<file path="config.mk">
export PLATFORM = sky130hd
export DESIGN_NAME = line_unrng_flat
export DESIGN_NICKNAME = d
export VERILOG_FILES = /design/src/rtl/line_unrng_if.sv /design/src/rtl/line_unrng.sv /design/src/flat_wrapper.sv
export SDC_FILE = /design/constraint.sdc
export NUM_CORES = 1
export LEC_CHECK = 0
export BUFFER_PORTS_ARGS = -buffer_cell sky130_fd_sc_hd__buf_2
export CAP_MARGIN = 10
export CORE_MARGIN = 1
export CORE_UTILIZATION = 44
export CTS_BUF_LIST = sky130_fd_sc_hd__clkbuf_8 sky130_fd_sc_hd__clkbuf_16
export CTS_CLUSTER_DIAMETER = 60
export CTS_CLUSTER_SIZE = 16
export DETAILED_ROUTE_END_ITERATION = 6
export PLACE_DENSITY_LB_ADDON = 0.08
export SETUP_SLACK_MARGIN = 0.15
export SYNTH_ARGS = -nofsm -noshare
export SYNTH_HDL_FRONTEND = slang
export SYNTH_SLANG_ARGS = --single-unit
export TNS_END_PERCENT = 50
</file>
<file path="constraint.sdc">
create_clock -name clk -period 1.65 [get_ports clk]
set_input_delay 0.2475 -clock clk [delete_from_list [all_inputs] [get_ports clk]]
set_output_delay 0.2475 -clock clk [all_outputs]
set_load 0.1 [all_outputs]
</file>
<file path="src/rtl/line_unrng_if.sv">
// Word-in / column-out bus for the line range unpacker.
// valid/ready: a word transfers on a cycle where i_dvld and o_rdy are both high; o_href marks a valid column.
interface line_unrng_if #(
  parameter int DBUF_DW   = 8,
  parameter int KRNV_SZ   = 6,
  parameter int ODATA_RNG = 2
);
  localparam int COL_W         = DBUF_DW * KRNV_SZ;
  localparam int WORD_W        = COL_W * ODATA_RNG;
  localparam int ODATA_RNG_WTH = $clog2(ODATA_RNG + 1);

  logic [WORD_W-1:0]        i_data;
  logic                     i_dvld;
  logic                     i_hstr;
  logic                     i_hend;
  logic                     i_vstr;
  logic                     i_vend;
  logic [ODATA_RNG_WTH-1:0] i_lst_num;
  logic                     o_rdy;
  logic [COL_W-1:0]         o_data;
  logic                     o_href;
  logic                     o_hstr;
  logic                     o_hend;
  logic                     o_vstr;
  logic                     o_vend;
  logic                     o_err;
  logic                     dbg_send;

  modport master (
    output i_data, i_dvld, i_hstr, i_hend, i_vstr, i_vend, i_lst_num,
    input  o_rdy, o_data, o_href, o_hstr, o_hend, o_vstr, o_vend, o_err, dbg_send
  );

  modport slave (
    input  i_data, i_dvld, i_hstr, i_hend, i_vstr, i_vend, i_lst_num,
    output o_rdy, o_data, o_href, o_hstr, o_hend, o_vstr, o_vend, o_err, dbg_send
  );
endinterface

</file>
<file path="src/rtl/line_unrng.sv">
// Parallel-to-serial column unpacker: one wide word of ODATA_RNG columns in,
// one column per cycle out with regenerated line/frame timing flags.
module line_unrng #(
  parameter int DBUF_DW   = 8,
  parameter int KRNV_SZ   = 6,
  parameter int ODATA_RNG = 2
) (
  input  logic         clk,
  input  logic         rst,
  line_unrng_if.slave  bus
);
  localparam int COL_W         = DBUF_DW * KRNV_SZ;
  localparam int WORD_W        = COL_W * ODATA_RNG;
  localparam int ODATA_RNG_WTH = $clog2(ODATA_RNG + 1);
  localparam int CW            = ODATA_RNG_WTH;

  typedef enum logic {IDLE = 1'b0, SEND = 1'b1} state_t;

  state_t              state_q, state_d;
  logic [CW-1:0]       beat_q, beat_d;
  logic [CW-1:0]       cnt_q, cnt_d;
  logic [WORD_W-1:0]   hold_q, hold_d;
  logic                hend_q, hend_d;
  logic                vend_q, vend_d;

  logic [COL_W-1:0]    data_q, data_d;
  logic                href_q, href_d;
  logic                hstr_q, hstr_d;
  logic                ohend_q, ohend_d;
  logic                vstr_q, vstr_d;
  logic                ovend_q, ovend_d;
  logic                err_q, err_d;

  logic [CW-1:0]       lst_cnt;
  logic [CW-1:0]       nxt_beat;
  logic                last_beat;
  logic                rdy;
  logic                accept;

  // Only a line-end word may be short; out-of-range counts fall back to a full word.
  always_comb begin
    lst_cnt = CW'(ODATA_RNG);
    if (bus.i_hend && (bus.i_lst_num != '0) && (bus.i_lst_num <= CW'(ODATA_RNG)))
      lst_cnt = bus.i_lst_num;
  end

  assign last_beat = (beat_q == cnt_q - CW'(1));
  assign nxt_beat  = beat_q + CW'(1);
  assign rdy       = (state_q == IDLE) || last_beat;
  assign accept    = bus.i_dvld && rdy;

  always_comb begin
    state_d = state_q;
    beat_d  = beat_q;
    cnt_d   = cnt_q;
    hold_d  = hold_q;
    hend_d  = hend_q;
    vend_d  = vend_q;
    data_d  = '0;
    href_d  = 1'b0;
    hstr_d  = 1'b0;
    ohend_d = 1'b0;
    vstr_d  = 1'b0;
    ovend_d = 1'b0;
    err_d   = bus.i_dvld && !rdy;

    // Beat 0 goes straight from the input; the rest of the word shifts down through hold_q.
    if (accept) begin
      state_d = SEND;
      beat_d  = '0;
      cnt_d   = lst_cnt;
      hold_d  = bus.i_data >> COL_W;
      hend_d  = bus.i_hend;
      vend_d  = bus.i_vend;
      data_d  = bus.i_data[COL_W-1:0];
      href_d  = 1'b1;
      hstr_d  = bus.i_hstr;
      vstr_d  = bus.i_vstr;
      ohend_d = bus.i_hend && (lst_cnt == CW'(1));
      ovend_d = bus.i_vend && (lst_cnt == CW'(1));
    end else begin
      case (state_q)
        IDLE: state_d = IDLE;
        SEND: begin
          if (last_beat) begin
            state_d = IDLE;
          end else begin
            beat_d  = nxt_beat;
            hold_d  = hold_q >> COL_W;
            data_d  = hold_q[COL_W-1:0];
            href_d  = 1'b1;
            ohend_d = hend_q && (nxt_beat == cnt_q - CW'(1));
            ovend_d = vend_q && (nxt_beat == cnt_q - CW'(1));
          end
        end
        default: state_d = IDLE;
      endcase
    end
  end

  always_ff @(posedge clk) begin
    if (rst) begin
      state_q <= IDLE;
      beat_q  <= '0;
      cnt_q   <= '0;
      hold_q  <= '0;
      hend_q  <= 1'b0;
      vend_q  <= 1'b0;
      data_q  <= '0;
      href_q  <= 1'b0;
      hstr_q  <= 1'b0;
      ohend_q <= 1'b0;
      vstr_q  <= 1'b0;
      ovend_q <= 1'b0;
      err_q   <= 1'b0;
    end else begin
      state_q <= state_d;
      beat_q  <= beat_d;
      cnt_q   <= cnt_d;
      hold_q  <= hold_d;
      hend_q  <= hend_d;
      vend_q  <= vend_d;
      data_q  <= data_d;
      href_q  <= href_d;
      hstr_q  <= hstr_d;
      ohend_q <= ohend_d;
      vstr_q  <= vstr_d;
      ovend_q <= ovend_d;
      err_q   <= err_d;
    end
  end

  assign bus.o_rdy    = rdy;
  assign bus.o_data   = data_q;
  assign bus.o_href   = href_q;
  assign bus.o_hstr   = hstr_q;
  assign bus.o_hend   = ohend_q;
  assign bus.o_vstr   = vstr_q;
  assign bus.o_vend   = ovend_q;
  assign bus.o_err    = err_q;
  assign bus.dbg_send = (state_q == SEND);
endmodule
</file>
<file path="src/flat_wrapper.sv">
// flat-port wrapper written by rule: the top's interface ports become plain ports
module line_unrng_flat 
#(
  parameter int DBUF_DW   = 8,
  parameter int KRNV_SZ   = 6,
  parameter int ODATA_RNG = 2
)
  (clk, rst, bus_i_data, bus_i_dvld, bus_i_hstr, bus_i_hend, bus_i_vstr, bus_i_vend, bus_i_lst_num, bus_o_rdy, bus_o_data, bus_o_href, bus_o_hstr, bus_o_hend, bus_o_vstr, bus_o_vend, bus_o_err, bus_dbg_send);
  line_unrng_if #(.DBUF_DW(DBUF_DW), .KRNV_SZ(KRNV_SZ), .ODATA_RNG(ODATA_RNG)) bus_i ();
  input  logic clk;
  input  logic rst;
  input wire logic [$bits(bus_i.i_data)-1:0] bus_i_data;
  input wire logic [$bits(bus_i.i_dvld)-1:0] bus_i_dvld;
  input wire logic [$bits(bus_i.i_hstr)-1:0] bus_i_hstr;
  input wire logic [$bits(bus_i.i_hend)-1:0] bus_i_hend;
  input wire logic [$bits(bus_i.i_vstr)-1:0] bus_i_vstr;
  input wire logic [$bits(bus_i.i_vend)-1:0] bus_i_vend;
  input wire logic [$bits(bus_i.i_lst_num)-1:0] bus_i_lst_num;
  output wire logic [$bits(bus_i.o_rdy)-1:0] bus_o_rdy;
  output wire logic [$bits(bus_i.o_data)-1:0] bus_o_data;
  output wire logic [$bits(bus_i.o_href)-1:0] bus_o_href;
  output wire logic [$bits(bus_i.o_hstr)-1:0] bus_o_hstr;
  output wire logic [$bits(bus_i.o_hend)-1:0] bus_o_hend;
  output wire logic [$bits(bus_i.o_vstr)-1:0] bus_o_vstr;
  output wire logic [$bits(bus_i.o_vend)-1:0] bus_o_vend;
  output wire logic [$bits(bus_i.o_err)-1:0] bus_o_err;
  output wire logic [$bits(bus_i.dbg_send)-1:0] bus_dbg_send;
  assign bus_i.i_data = bus_i_data;
  assign bus_i.i_dvld = bus_i_dvld;
  assign bus_i.i_hstr = bus_i_hstr;
  assign bus_i.i_hend = bus_i_hend;
  assign bus_i.i_vstr = bus_i_vstr;
  assign bus_i.i_vend = bus_i_vend;
  assign bus_i.i_lst_num = bus_i_lst_num;
  assign bus_o_rdy = bus_i.o_rdy;
  assign bus_o_data = bus_i.o_data;
  assign bus_o_href = bus_i.o_href;
  assign bus_o_hstr = bus_i.o_hstr;
  assign bus_o_hend = bus_i.o_hend;
  assign bus_o_vstr = bus_i.o_vstr;
  assign bus_o_vend = bus_i.o_vend;
  assign bus_o_err = bus_i.o_err;
  assign bus_dbg_send = bus_i.dbg_send;
  line_unrng #(.DBUF_DW(DBUF_DW), .KRNV_SZ(KRNV_SZ), .ODATA_RNG(ODATA_RNG)) u_core (.clk(clk), .rst(rst), .bus(bus_i));
endmodule
</file>
# After elaboration in Yosys (flattened, before gate mapping)
# Cells that the tools add are included.
# Widths: inputs -> output; s select.
# op_classes
n_bitwise	3
add_sub_neg	2
n_reduce_logical	16
order_cmp	1
n_eq_ne	4
mux	18
# op_table
cell	n
$mux 48	6
$mux 1	10
$logic_and 1x1->1	8
$eq 2x2->1	2
$reduce_and 2->1	2
$reduce_bool 2->1	2
$reduce_or 2->1	2
$not 1->1	3
$add 2x1->2 const B	1
$eq 2x1->1 const B	1
$le 2x2->1 const B	1
$mux 2	1
$ne 2x2->1 const B	1
$pmux 1 s2	1
$sub 2x1->2 const B	1
$logic_not 1->1	1
$logic_or 1x1->1	1
# word_totals
output_inout_bits	56
reg_bits	109
inputBits	105

# Depth between registers and ports, before layout
# Gate-level depths: netlist (run 1).
# depth
word_depth	7
mapped_depth	6

# Least setup slack after synthesis (run 1)
# Ideal clock, no wire load.
# synth_path
path_kind	flip-flop to flip-flop
start	register u_core.state_q, in the netlist u_core.bus.dbg_send
end	register u_core.beat_q[0]
required_ns	1.556
n_path_buf	1
stages_incl_launch_ff	4
slack_ns	-0.468
arrival_ns	2.024
cell_sequence	dfxtp_1 clkbuf_1 nand2_2 o31ai_1
# synth_between
elab_chain_len	4
elab_cells_between_ends	5
classes_between	bitwise: 1; reduce/logical: 4
# synth_lines
item	line_no	rtl
from (decl)	line_unrng.sv:19	state_t state_q, state_d;
from (signal assigned)	line_unrng.sv:117	state_q <= state_d;
$not 1->1	line_unrng.sv:49	assign rdy = (state_q == IDLE) || last_beat;
$logic_or 1x1->1	line_unrng.sv:49	
via bus_o_rdy	flat_wrapper.sv:19	output wire logic [$bits(bus_i.o_rdy)-1:0] bus_o_rdy;
$logic_and 1x1->1	line_unrng.sv:50	assign accept = bus.i_dvld && rdy;
$reduce_or 2->1 (no line)	n/a	
to (signal assigned)	line_unrng.sv:118	beat_q <= beat_d;
to (decl)	line_unrng.sv:20	logic [CW-1:0] beat_q, beat_d;
# The timed path passes the listed nets, and every way through them passes these cells.
# A chain may end at the register's enable or synchronous reset.

# Worst setup path in the final report (run 1)
# layout_path
start	register u_core.beat_q[1]
end	output bus_o_rdy
# layout_between
elab_chain_len	2
# layout_lines
item	line_no	rtl
$eq 2x2->1	line_unrng.sv:47	assign last_beat = (beat_q == cnt_q - CW'(1));
$logic_or 1x1->1	line_unrng.sv:49	
to (decl)	flat_wrapper.sv:19	
# No other way between the ends.

==> Flow_metrics.wiki, run 1 <==
{| class="wikitable"
! Metric !! Value
|-
| Result of the run || finished with violations
|-
| Violations in the final reports || setup timing
|-
| Per-cell routed wire length || 15.52 um
|-
| Clock tree from TritonCTS || yes
|-
| Cts bufs inserted || 9
|-
| Cell area power density || 1015 mW/mm^2
|-
| Setup repair after global routing missed its margin || true
|-
| Number of placement rows || 34
|-
| Layout area overhead || 32.02%
|-
| Number of antenna violations at the first check in global routing || 0
|-
| Number of DRC markers in iteration 0 || 95
|-
| Post-placement worst setup slack || -0.05555 ns
|-
| Max-slew violation count || 0
|-
| Dpl hpwl || between 7000 and 8000 um
|-
| Final setup violation count || 25
|-
| EDFF count, synth || 0
|-
| Detailed Route WL || 10,790 um
|-
| Most frequently used cell type in the post-synthesis netlist || dfxtp_1
|-
| Clock net sink count || 108
|-
| Remaining max-slew budget at the tightest pin || approximately two thirds
|-
| Depth of the most critical reg-to-reg path || 7
|-
| Fraction of layout instances using a drive strength above 1 || 35.60%
|-
| Via count || about 3,700
|-
| 1st-pass router iterations || 4
|-
| # diodes || 0
|-
| Total of warnings raised by yosys || 0
|-
| Total of buffers placed on input and output ports || 160
|-
| Number of global-route vias before repair || 3,522
|-
| Max VDD drop || 440.7 uV
|-
| Critical path data arrival time || between 1.5 and 2 ns
|-
| Final Critical Period || 1.759 ns
|-
| Crit path capture type || primary output
|-
| Total routing usage reported by global routing || 22.60%
|-
| Startpoint Class || flip-flop
|-
| Clk pin slew, worst setup/hold paths || 0.11 ns
|-
| DR vias/cell || 5.327
|-
| H-tree levels || 3
|-
| Die area || 0.009760 mm^2
|-
| Antenna viol nets, final || 0
|-
| Root buf cell || clkbuf_8
|-
| Count of different cell masters after synthesis || 31
|-
| Sequential share of the synthesized area || 52.44%
|-
| Cell taking the most area after synthesis || dfxtp_1
|-
| Overall overflow remaining after global route || 0
|-
| Number of placed I/O pins || 161
|-
| Clock tree skew after final layout || about 0.017 ns
|-
| Fraction of synthesis flops using an asynchronous set or reset pin || 0%
|-
| Number of buffers between clock root and the deepest sink || 2
|-
| Path class of the lowest-slack min-delay path || in2reg
|-
| Mapped Nets || 537
|-
| Core region area || 0.008891 mm^2
|-
| Avg Synthesized Cell Area || around 9.5 um^2
|-
| Remaining DRCs || 0
|-
| List of most frequent post-synthesis cells || dfxtp_1 (108), a21oi_1 (53), mux2i_1 (51)
|-
| Hold path depth || 3
|-
| Clk_lat worst skew || 0.36 ns
|-
| Worst EP required || 1.40 ns
|-
| Number of nets in the layout || 687
|-
| Number of instances in the synthesized netlist || 432
|-
| Max Clock Freq || about 570 MHz
|-
| Cell count after placement || 671
|-
| Final Hold Fails || 0
|-
| Slew at the pin closest to its max-slew limit || 0.5030 ns
|-
| Y dimension of the die || 98.80 um
|-
| Number of violations of the max-capacitance limit || 0
|-
| Critical path fanouts, max || 3
|-
| Maximum number of pins on one net before global-route repair || slightly below 60
|-
| Width of the die || slightly below 100 um
|-
| Fraction of the cycle the final worst path needs || 106.6%
|-
| Global-route wire length before repair || 17,390 um
|-
| Post-layout instance count excluding filler cells || 695
|-
| Static power due to leakage || 2.437 nW
|-
| Fillcell total || 815
|-
| Mapped cell area || approximately 0.0041 mm^2
|-
| Critical Setup Path Class || reg2out
|-
| Synth Register Bits || 108
|-
| Initial standard-cell utilization of the core || between 40% and 50%
|-
| Setup ws final || -0.1088 ns
|-
| Most instantiated flip-flop cell in the synthesis netlist || dfxtp_1
|-
| Main area contributors after synthesis || dfxtp_1 (52%), mux2i_1 (12%), o211ai_1 (8.7%), a21oi_1 (6.4%), nand3_1 (5.9%)
|-
| GP Congestion || ~0.73
|-
| Share of Yosys cell area claimed by the top area cell type || 52.44%
|}
## metrics by stage
stage | cell area, um^2 | power (mW) | setup TNS [ns] | hold slack (ns) | util, %
after global placement | 5134 | 4.064 | 0 | 0.4488 | 57.74
final | 5443 | 5.523 | -0.9193 | 0.1120 | 61.22
after detailed placement | 5134 | 4.078 | -1.120 | 0.4569 | 57.74
after floorplan | 4173 | 3.738 | 0 | 0.3896 | -
after CTS | 5409 | 5.577 | -2.808 | 0.08783 | 60.84
after global routing | 5443 | 5.778 | -4.741 | 0.09010 | 61.22
## cells by family after synthesis
family / synth area share [%]
buf+inv: 5.038
flops: 52.44
simple gates: 12.63
mux: 12.66
xor+xnor: 0.3946
compound gates: 16.84
## critical path, stage by stage, from the launching register on
cell and delay, ns:
dfxtp_4 0.39, xor2_4 0.17, mux2_4 0.36, nand2_8 0.07, buf_12 0.17
## sequential cells by signal (all words and copies together), names as in the netlist
| name | cells |
|---|---|
| u_core.vend_q | 1 |
| u_core.bus.o_vstr | 1 |
| u_core.bus.dbg_send | 1 |
| u_core.bus.o_data | 48 |
| u_core.bus.o_hend | 1 |
| u_core.hend_q | 1 |
| u_core.bus.o_vend | 1 |
| u_core.hold_q | 48 |
| u_core.beat_q | 2 |
| u_core.bus.o_hstr | 1 |
| u_core.cnt_q | 2 |
| u_core.bus.o_err | 1 |
## path summary, 6_finish.rpt
path | from | endpoint | slack (ns)
max | u_core.beat_q[1]$_SDFFE_PP0P_ | bus_o_rdy | -0.11
min | bus_i_data[69] | u_core.hold_q[21]$_SDFFE_PP0P_ | 0.11
max reg2reg | u_core.beat_q[1]$_SDFFE_PP0P_ | u_core.bus.o_data[38]$_SDFF_PP0_ | -0.06
min reg2reg | u_core.hold_q[3]$_SDFFE_PP0P_ | u_core.bus.o_data[3]$_SDFF_PP0_ | 0.45
## cell type report
cell class                      count  area (um^2)  share of cell area (%)
Inverter                            3        11.26                  0.2069
Clock buffer                        9        123.9                   2.276
Timing Repair Buffer              183         1127                   20.71
Clock inverter                      7        51.30                  0.9425
Multi-Input combinational cell    277         1821                   33.45
Tap cell                          108        135.1                   2.483
Sequential cell                   108         2173                   39.93
## per-layer routing
layer	global-route usage, %	part of all wire [%]
met5	0	0
met4	9.300	1.8
met3	4.184	5.1
met2	37.87	49
met1	28.69	44
## where the power goes
part / leakage [nW] / switching [mW] / internal (mW)
clock: 0.0914 / 0.903 / 0.558
sequential: 0.886 / 0.0548 / 2.74
combinational: 1.46 / 0.890 / 0.381
## layout by cell type, fill, tap and decap left out, types with 2 or more instances in the layout
cell	n
nand3_1	49
nand2_1	6
clkinv_4	2
a21oi_1	51
dfxtp_1	105
clkbuf_8	9
buf_4	13
o211ai_1	48
buf_2	156
inv_6	2
buf_12	10
dfxtp_4	3
o21ai_4	2
nor2_1	48
inv_1	3
nor3_1	2
buf_6	3
a21oi_2	2
mux2i_1	50
nand2b_1	2
and3_1	2
## repair_timing
item | in CTS | in global routing
resized for setup | 10 | 5
pin swaps | 10 | 10
hold buffers | 0 | 0
setup buffers | 6 | 2
endpoints found under the setup margin | 96 | 109
Note: power is estimated with default switching activity, not from simulation.
==> run 2, diff against run 1 <==
Settings changed: ABC_AREA set to 1, CORE_UTILIZATION 44 to 43.
==> run 2 against run 1 <==
The flow finishes with violations (DRC); die area is 0.73% higher; clock skew is 0.0015 ns lower; global-route usage is 2.1 points lower; largest power group unchanged; synthesized area is 1.5% lower; critical endpoint unchanged; cell area is 4.3% higher; combinational power is 4% higher; fmax is 6.6% higher; non-clock buffer count is 15 higher; sequential cell count stayed put; synthesized cell count is 19% higher; sequential share of layout area is 1.6 points lower; hold slack worse by 0.045 ns; highest routed layer unchanged.
==> Flow_metrics.wiki, run 2 <==
{| class="wikitable"
! Metric !! Value
|-
| Y dimension of the die || 99.16 um
|-
| Max-slew violation count || 0
|-
| Static power due to leakage || 2.989 nW
|-
| Maximum number of pins on one net before global-route repair || 41
|-
| Setup repair after global routing missed its margin || true
|-
| Global-route wire length before repair || 16,300 um
|-
| Number of placed I/O pins || 161
|-
| DR vias/cell || 5.105
|-
| Synth Register Bits || 108
|-
| Number of nets in the layout || 788
|-
| Total of warnings raised by yosys || 0
|-
| Via count || 4,079
|-
| WL met2 || 5347 um
|-
| Cell count after placement || approximately 760
|-
| EDFF count, synth || 0
|-
| Remaining max-slew budget at the tightest pin || 66.56%
|-
| Count of different cell masters after synthesis || 18
|-
| Net switching power figure || between 1.5 and 2 mW
|-
| Fraction of the mapped netlist area in adder cells || 0%
|-
| Share of power burned in combinational logic || 23.7%
|-
| Mapped cell area || 0.004059 mm^2
|-
| H-tree levels || 3
|-
| Mux contribution to synthesized area || 0%
|-
| Avg Synthesized Cell Area || 7.866 um^2
|-
| # diodes || 0
|-
| Clock net sink count || 108
|-
| Antenna viol nets, final || 0
|-
| Total Power || ~5.6 mW
|-
| Number of placement rows || 35
|-
| Initial standard-cell utilization of the core || 44.14%
|-
| Overall overflow remaining after global route || 0
|-
| Number of antenna violations at the first check in global routing || 0
|-
| Routed wl met3 || roughly 820 um
|-
| Share of Yosys cell area claimed by the top area cell type || 53.27%
|-
| Number of global-route vias before repair || 3,557
|-
| Number of violations of the max-capacitance limit || 0
|-
| Layout Utilization || 61.74%
|-
| Main combinational cell family by area after synthesis || simple AND/OR/NAND/NOR gates
|-
| Number of DRC markers in iteration 0 || 232
|-
| Total of buffers placed on input and output ports || 160
|-
| Area share of xor/xnor cells in the synthesized design || 0%
|-
| Fraction of synthesis flops using an asynchronous set or reset pin || 0%
|-
| Clk_lat worst skew || 0.36 ns
|-
| Critical Setup Path Class || reg2out
|-
| Per-cell routed wire length || 14.26 um
|-
| Main area contributors after synthesis || dfxtp_1 (53%), nand2_1 (20%), nand4_1 (15%), buf_2 (1.5%), clkbuf_1 (1.5%)
|-
| Clock share of power || 25.8%
|-
| Clock tree skew after final layout || 0.01539 ns
|-
| Final Hold Fails || 0
|-
| Final Critical Period || 1.649 ns
|-
| Root buf cell || clkbuf_8
|-
| 1st-pass router iterations || 7
|-
| Slew at the pin closest to its max-slew limit || slightly above 0.5 ns
|-
| Total routing usage reported by global routing || 20.47%
|-
| Simple-Gate Fraction of Synth Area || between 30% and 40%
|-
| Max Clock Freq || 606.3 MHz
|-
| Synthesized-area fraction occupied by ao, oa, aoi and oai cells || less than 1%
|-
| Cell area power density || 979.5 mW/mm^2
|-
| Die area || 0.009832 mm^2
|-
| Cell taking the most area after synthesis || dfxtp_1
|-
| Result of the run || finished with violations
|-
| Post-CTS Hold Fix Bufs || 0
|-
| Clk pin slew, worst setup/hold paths || 0.10 ns
|-
| Worst EP required || 1.40 ns
|-
| Highest Signal Layer || met4
|-
| Startpoint Class || flip-flop
|-
| Most frequently used cell type in the post-synthesis netlist || nand2_1
|-
| Share of total power consumed by net switching || 33.68%
|-
| Fillcell total || 834
|-
| Routed metal-1 wirelength || 5068 um
|-
| Cts bufs inserted || 9
|-
| Sequential share of the synthesized area || 53.27%
|-
| Internal power component || ~3.7 mW
|-
| Fraction of layout instances using a drive strength above 1 || 35.32%
|-
| Number of buffers between clock root and the deepest sink || 2
|-
| Critical path fanouts, max || 4
|-
| Layout area overhead || 39.89%
|-
| Clock tree from TritonCTS || yes
|-
| Detailed Route WL || 11,400 um
|-
| Dpl hpwl || 6640 um
|-
| Sequential power share || 50.5%
|-
| Most frequent standard cell in the layout excluding fill and tap cells || nand2_1
|-
| List of most frequent post-synthesis cells || nand2_1 (220), dfxtp_1 (108), nand4_1 (100)
|-
| Max VDD drop || 467.5 uV
|-
| Path class of the lowest-slack min-delay path || in2reg
|-
| Cell area after layout || roughly 0.0057 mm^2
|-
| Final setup violation count || 0
|-
| Cell area after placement || between 0.004 and 0.005 mm^2
|-
| Violations in the final reports || DRC
|-
| Post-layout instance count excluding filler cells || 799
|-
| Most instantiated flip-flop cell in the synthesis netlist || dfxtp_1
|-
| Most frequent cells in the layout || nand2_1 (213), buf_2 (157), dfxtp_1 (103)
|-
| Mapped Nets || between 600 and 700
|-
| Critical path data arrival time || between 1 and 1.5 ns
|-
| GP Congestion || between 0.8 and 0.9
|-
| Remaining DRCs || 2
|-
| Number of instances in the synthesized netlist || 516
|-
| Core region area || 0.009196 mm^2
|-
| Width of the die || just under 100 um
|-
| Fraction of the cycle the final worst path needs || between 90% and 100%
|-
| Crit path capture type || primary output
|-
| Final-layout worst hold slack || 0.06681 ns
|}
## run 2: changes by cell type after synthesis, sizes merged, moves of 15 or more
| cell | before | now |
|---|---|---|
| o211ai | 48 | 0 |
| nand3 | 49 | 12 |
| mux2i | 51 | 0 |
| inv | 2 | 17 |
| a21oi | 53 | 4 |
| nor2 | 48 | 7 |
| nand2 | 7 | 221 |
| nand4 | 1 | 101 |
## run 2: cell families after synthesis
group / after synthesis
compound gates: 6
buf+inv: 60
flops: 108
simple gates: 342
## run 2: final cells by class
| type | count | area, um^2 | area share [%] |
|---|---|---|---|
| timing repair buffer | 198 | 1430 | 25.19 |
| inverter | 17 | 83.83 | 1.476 |
| sequential | 108 | 2178 | 38.36 |
| tap | 111 | 138.9 | 2.446 |
| clock buffer | 9 | 123.9 | 2.182 |
| clock inverter | 7 | 45.04 | 0.7933 |
| timing repair inverter | 1 | 11.26 | 0.1983 |
| multi-input combinational | 348 | 1667 | 29.35 |
## run 2: critical path: stages, from the launching register on
cell	delay, ns
dfxtp_4	0.40
inv_4	0.05
nor2_2	0.09
inv_2	0.06
nand2_2	0.08
nand3_2	0.10
nand2_4	0.10
buf_12	0.17
## run 2: path summary, 6_finish.rpt
path                            slack [ns]  cells after the start                               to                           from
worst max register to register        0.07                     10   u_core.hold_q[14]$_SDFFE_PP0P_   u_core.cnt_q[1]$_SDFFE_PP0P_
worst max-delay path                0.0006                      7                        bus_o_rdy  u_core.beat_q[0]$_SDFFE_PP0P_
worst min register to register        0.47                      2       u_core.vend_q$_SDFFE_PP0P_     u_core.vend_q$_SDFFE_PP0P_
worst min-delay path                  0.07                      3  u_core.bus.o_data[4]$_SDFF_PP0_                  bus_i_data[4]
## run 2: power groups by stage
| stage | sequential (mW) | combinational (mW) | clock [mW] |
|---|---|---|---|
| 5_1_grt | 2.82 | 1.40 | 1.59 |
| 3_3_place_gp | 2.86 | 1.12 | 0 |
| 2_1_floorplan | 3.32 | 0.354 | 0 |
| 4_1_cts | 2.80 | 1.14 | 1.48 |
| 6_report | 2.81 | 1.32 | 1.43 |
| 3_5_place_dp | 2.86 | 1.12 | 0 |
## run 2: timing repair
action / 4_1_cts / 5_1_grt
hold endpoints to repair: 0 / 0
setup endpoints to repair: 3 / 105
setup buffers: 6 / 4
pin swaps: 5 / 13
resized for setup: 15 / 35
gates cloned: 0 / 14
## run 2: per-layer routing
metal | global-route usage [%] | vias up
li1 | - | 2067
met1 | 26.67 | 1821
met2 | 34.05 | 175
met3 | 4.216 | 16
met4 | 6.787 | 0
met5 | 0 | -
## run 2: per-stage QoR
step	setup slack (ns)	setup TNS (ns)
after floorplan	0.1615	0
after global placement	0.2029	0
after detailed placement	0.1808	0
after CTS	0.01258	0
after global routing	-0.08244	-0.1023
final	0.0005849	0
